### config.mk
export PLATFORM = sky130hd
export DESIGN_NAME = dcache_responder
export DESIGN_NICKNAME = d
export VERILOG_FILES = /design/src/rtl/dcache_responder.sv
export SDC_FILE = /design/constraint.sdc
export NUM_CORES = 2
export LEC_CHECK = 0
export ABC_AREA = 1
export BUFFER_PORTS_ARGS = -buffer_cell sky130_fd_sc_hd__buf_4
export CAP_MARGIN = 20
export CORE_ASPECT_RATIO = 0.6
export CORE_MARGIN = 8
export CORE_UTILIZATION = 35
export CTS_BUF_LIST = sky130_fd_sc_hd__clkbuf_2
export DETAILED_ROUTE_END_ITERATION = 7
export PLACE_DENSITY = 0.55
export SLEW_MARGIN = 20
export SYNTH_ARGS = -nofsm -noshare
export SYNTH_HDL_FRONTEND = slang
export SYNTH_SLANG_ARGS = --single-unit
### constraint.sdc
create_clock -name clk -period 9.9 [get_ports clk]
set_input_delay 2.97 -clock clk [delete_from_list [all_inputs] [get_ports clk]]
set_output_delay 2.97 -clock clk [all_outputs]
set_load 0.005 [all_outputs]
### src/rtl/dcache_responder.sv
// Direct-mapped, write-back, write-allocate data cache answering MEM-stage word/byte requests.
// Hits respond in the same cycle; misses optionally write back the dirty victim, then fill the line.
`timescale 1ns/1ps
module dcache_responder #(
    parameter int INDEX_BITS = 3
) (
    input  logic         clk,
    input  logic         rst_n,
    input  logic [15:0]  mem_address,
    input  logic         mem_read,
    input  logic         mem_write,
    input  logic [15:0]  mem_wdata,
    input  logic [1:0]   mem_byte_enable,
    output logic [15:0]  mem_rdata,
    output logic         mem_resp,
    output logic [15:0]  pmem_address,
    output logic         pmem_read,
    output logic         pmem_write,
    output logic [127:0] pmem_wdata,
    input  logic [127:0] pmem_rdata,
    input  logic         pmem_resp
);
    localparam int SETS     = 1 << INDEX_BITS;
    localparam int TAG_BITS = 12 - INDEX_BITS;

    // Handshake: mem_read/mem_write are level-held until mem_resp; a pmem request
    // (pmem_read or pmem_write) is held with stable address/data until pmem_resp.
    typedef enum logic [1:0] {IDLE, WRITEBACK, FILL} state_t;

    state_t state, next_state;

    logic [SETS-1:0]     valid;
    logic [SETS-1:0]     dirty;
    logic [TAG_BITS-1:0] tag_arr  [SETS];
    logic [127:0]        data_arr [SETS];
    logic [11:0]         miss_addr;

    logic [INDEX_BITS-1:0] req_index;
    logic [TAG_BITS-1:0]   req_tag;
    logic [2:0]            req_word;
    logic [INDEX_BITS-1:0] miss_index;
    logic [TAG_BITS-1:0]   miss_tag;
    logic                  req;
    logic                  hit;
    logic [127:0]          hit_line;
    logic [15:0]           hit_word;
    logic [15:0]           merged_word;
    logic [127:0]          merged_line;
    logic                  do_write_hit;
    logic                  do_fill;
    logic                  latch_miss;

    assign req_index  = mem_address[3+INDEX_BITS:4];
    assign req_tag    = mem_address[15:4+INDEX_BITS];
    assign req_word   = mem_address[3:1];
    assign miss_index = miss_addr[INDEX_BITS-1:0];
    assign miss_tag   = miss_addr[11:INDEX_BITS];
    assign req        = mem_read | mem_write;
    assign hit        = valid[req_index] && (tag_arr[req_index] == req_tag);

    always_comb begin
        hit_line    = data_arr[req_index];
        hit_word    = hit_line[{req_word, 4'b0000} +: 16];
        merged_word = hit_word;
        if (mem_byte_enable[0]) merged_word[7:0]  = mem_wdata[7:0];
        if (mem_byte_enable[1]) merged_word[15:8] = mem_wdata[15:8];
        merged_line = hit_line;
        merged_line[{req_word, 4'b0000} +: 16] = merged_word;
    end

    always_comb begin
        next_state   = state;
        mem_resp     = 1'b0;
        mem_rdata    = 16'h0000;
        pmem_read    = 1'b0;
        pmem_write   = 1'b0;
        pmem_address = 16'h0000;
        pmem_wdata   = 128'h0;
        do_write_hit = 1'b0;
        do_fill      = 1'b0;
        latch_miss   = 1'b0;
        case (state)
            IDLE: begin
                if (req) begin
                    if (hit) begin
                        mem_resp     = 1'b1;
                        mem_rdata    = hit_word;
                        do_write_hit = mem_write;
                    end else begin
                        latch_miss = 1'b1;
                        next_state = (valid[req_index] && dirty[req_index]) ? WRITEBACK : FILL;
                    end
                end
            end
            WRITEBACK: begin
                // Victim shares the latched index; its tag still sits in the array.
                pmem_write   = 1'b1;
                pmem_address = {tag_arr[miss_index], miss_index, 4'b0000};
                pmem_wdata   = data_arr[miss_index];
                if (pmem_resp) next_state = FILL;
            end
            FILL: begin
                pmem_read    = 1'b1;
                pmem_address = {miss_addr, 4'b0000};
                if (pmem_resp) begin
                    do_fill    = 1'b1;
                    next_state = IDLE;
                end
            end
            default: next_state = IDLE;
        endcase
    end

    always_ff @(posedge clk or negedge rst_n) begin
        if (!rst_n) begin
            state     <= IDLE;
            valid     <= '0;
            dirty     <= '0;
            miss_addr <= 12'h000;
        end else begin
            state <= next_state;
            if (latch_miss) miss_addr <= {req_tag, req_index};
            if (do_write_hit) dirty[req_index] <= 1'b1;
            if (do_fill) begin
                valid[miss_index] <= 1'b1;
                dirty[miss_index] <= 1'b0;
            end
        end
    end

    // Tag and data storage carry no reset; valid bits gate their use.
    always_ff @(posedge clk) begin
        if (do_write_hit) data_arr[req_index] <= merged_line;
        if (do_fill) begin
            data_arr[miss_index] <= pmem_rdata;
            tag_arr[miss_index]  <= miss_tag;
        end
    end
endmodule
==> impl_metrics.env <==
export IMPL_startpoint_type="input pin"
export IMPL_grt_pass1_wl_mm=339.8
export IMPL_avgViaCountPerCell=5.494
export IMPL_pwr_share_clk=0.216
export IMPL_cts_buffer_depth=4
export IMPL_cts_setup_buffers=0
export IMPL_synth_avg_cell_area_um2=8.673
export IMPL_drv_slew=0
export IMPL_crit_start="mem_address[5]"
export IMPL_clkSlewWorstSetupHoldPaths_ns=0.09
export IMPL_postLayoutSetupSlackWorst_ns=0.5177
export IMPL_max_freq_ghz=0.1066
export IMPL_reg2reg_from="state[0]"
export IMPL_worstPathArrival_ns=6.41
export IMPL_cts_root_buf="clkbuf_2"
export IMPL_status="complete, but fails checks"
export IMPL_grt_pass1_vias=48370
export IMPL_cp_required_ns=6.93
export IMPL_pwr_share_seq=0.434
export IMPL_ys_warn_count=0
export IMPL_switching_share=0.4218
export IMPL_htree_levels=5
export IMPL_ys_seq_elements=1126
export IMPL_mostFrequentLayoutCells="nand2_1, edfxtp_1, o21ai_0"
export IMPL_die_area_um2=181400
export IMPL_groute_usage_overall=0.2541
export IMPL_dp_cells=8984
export IMPL_finalSetupTns_ns=0
export IMPL_die_w_um=544.5
export IMPL_dp_slack_ns=0.5826
export IMPL_worstMarginPinSlew_ns=1.197
export IMPL_drive_gt1_frac=0.1373
export IMPL_comb_power_share=0.350
export IMPL_synth_area_um2=58660
export IMPL_max_slew_margin=0.2022
export IMPL_routabilityCongestion=0.9831
export IMPL_setup_violations=0
export IMPL_dp_final_hpwl_mm=148.9
export IMPL_p_sw_mw=6.103
export IMPL_p_int_mw=8.366
export IMPL_final_cells=9458
export IMPL_period_needed_ns=9.382
export IMPL_firstDrtPassIters=8
export IMPL_start_util=0.3520
export IMPL_hp_class="flip-flop to flip-flop"
export IMPL_synth_cell_type_count=37
export IMPL_min_from="valid[4]"
export IMPL_design_core_area_um2=166600
export IMPL_final_common_cell="nand2_1"
export IMPL_grt_overflow=0
export IMPL_p_leak_nw=26.85
export IMPL_drt_iter0_markers=7181
export IMPL_power_density_nw_per_um2=220.4
export IMPL_port_buffers=324
export IMPL_violations="DRC"
export IMPL_crit_type="input pin to primary output"
export IMPL_clk_latency_ns=1.76
export IMPL_post_drt_wl_per_cell_um=25.34
export IMPL_maxCapViolCount=0
export IMPL_drt_wl_total_mm=239.7
export IMPL_hold_buffers=0
export IMPL_drc=1
export IMPL_tritoncts="yes"
export IMPL_postRouteAntennaNets=0
export IMPL_num_vias=51960
export IMPL_final_nets=7217
export IMPL_rsz0062_at_grt="no"
export IMPL_synthCells=6763
export IMPL_rows=116
export IMPL_die_h_um=333.1
export IMPL_yosysSeqAreaShare=0.5739
export IMPL_syn2layout_area_growth_pct=11.90
export IMPL_antenna_found_initial=12
export IMPL_ctsResizeCount=0
export IMPL_critPathMaxFanout=23
export IMPL_end_kind="primary output"
export IMPL_grt_max_degree=207
export IMPL_skew_ns=0.1632
export IMPL_peakVddDrop_mv=0.1729
export IMPL_cts_buffers_inserted=298
export IMPL_io_pins=330
export IMPL_finalHoldViolCount=0
export IMPL_clkSinkCount=1126
export IMPL_fin_crit_sh=0.9477
[registers in the layout, indices dropped and copies added, names as in the netlist]
name       count
tag_arr       72
state          2
miss_addr     12
valid          8
data_arr    1024
dirty          8
[metal layers]
layer | vias up | track usage | part of all wire
met4 | 2 | 0.1126 | 0.045
met5 | - | 0 | 0.000054
met3 | 477 | 0.07291 | 0.12
met1 | 24760 | 0.3556 | 0.41
li1 | 23530 | - | -
met2 | 3191 | 0.3642 | 0.42
[cell usage after synthesis (all sizes together)]
master,n,area [um^2]
a211oi,1,7.510
a21oi,566,2833
a221oi,1,8.760
a22o,1,8.760
a22oi,1,7.510
a31oi,63,394.1
buf,167,812.0
clkbuf,294,1104
clkinv,1,3.750
conb,1,3.750
dfrtp,30,750.7
edfxtp,1096,32910
ha,8,100.1
inv,685,2571
nand2,1830,6872
nand3,304,1521
nand3b,1,7.510
nand4,60,375.4
nor2,592,2252
nor3,10,80.08
o2111a,24,270.3
o211ai,193,1449
o21ai,746,3734
o221ai,3,26.28
o22ai,6,37.54
o2bb2ai,5,43.79
o31ai,5,37.54
or2,68,425.4
xor2,1,8.760
[cell families after synthesis]
group	count (synthesis)	share of synthesized area
flops	1126	0.5739
buf+inv	1147	0.07656
compound gates	1615	0.1510
other cells	1	0.00006393
fa+ha+maj	8	0.001707
simple gates	2865	0.1966
xor+xnor	1	0.0001493
[worst max-delay path, cell delays in order]
cell and delay (ns):
buf_4 0.23, nor2_4 0.48, nand2_1 0.21, o22ai_1 0.21, nand3b_1 0.20, nand2_1 0.08
inv_1 0.06, nand3_1 0.07, nor2_1 0.54, nand2_1 0.21, inv_2 0.09, nand2_2 0.39
nor2_1 0.44, buf_4 0.18
[per-stage QoR]
step | area [um^2] | hold slack [ns] | util | power (mW)
4_1_cts | 65620 | 0.4649 | 0.3938 | 14.42
2_1_floorplan | 58670 | 0.4240 | - | 9.175
6_report | 65630 | 0.4597 | 0.3939 | 14.47
3_3_place_gp | 63320 | 0.4446 | 0.3801 | 11.29
3_5_place_dp | 63320 | 0.4433 | 0.3801 | 11.33
5_1_grt | 65630 | 0.4738 | 0.3939 | 15.17
[final timing paths]
check / to / slack, ns / cells past startpoint
min reg2reg: valid[4] / 0.46 / 2
max reg2reg: data_arr[2][54] / 5.27 / 10
min in group asynchronous: miss_addr[9] / 1.19 / 1
max: mem_rdata[3] / 0.52 / 14
min: valid[4] / 0.46 / 2
max in group asynchronous: miss_addr[0] / 8.31 / 1
[final cells by class]
class	instances	area, um^2
diodes	5	12.51
clock buffers	424	2122
clock inverters	45	175.2
fillers	16840	101000
inverters	686	2613
multi-input cells	4493	20630
flip-flops and latches	1126	33670
well taps	2242	2805
repair buffers	437	3613
[power by group through the flow]
stage | combinational [mW] | clock [mW] | sequential, mW
6_report | 5.06 | 3.13 | 6.27
5_1_grt | 5.44 | 3.41 | 6.32
4_1_cts | 4.97 | 3.18 | 6.27
3_5_place_dp | 4.96 | 0 | 6.38
3_3_place_gp | 4.92 | 0 | 6.37
2_1_floorplan | 2.85 | 0 | 6.33
No activity file was read; power rests on OpenSTA's default activity.
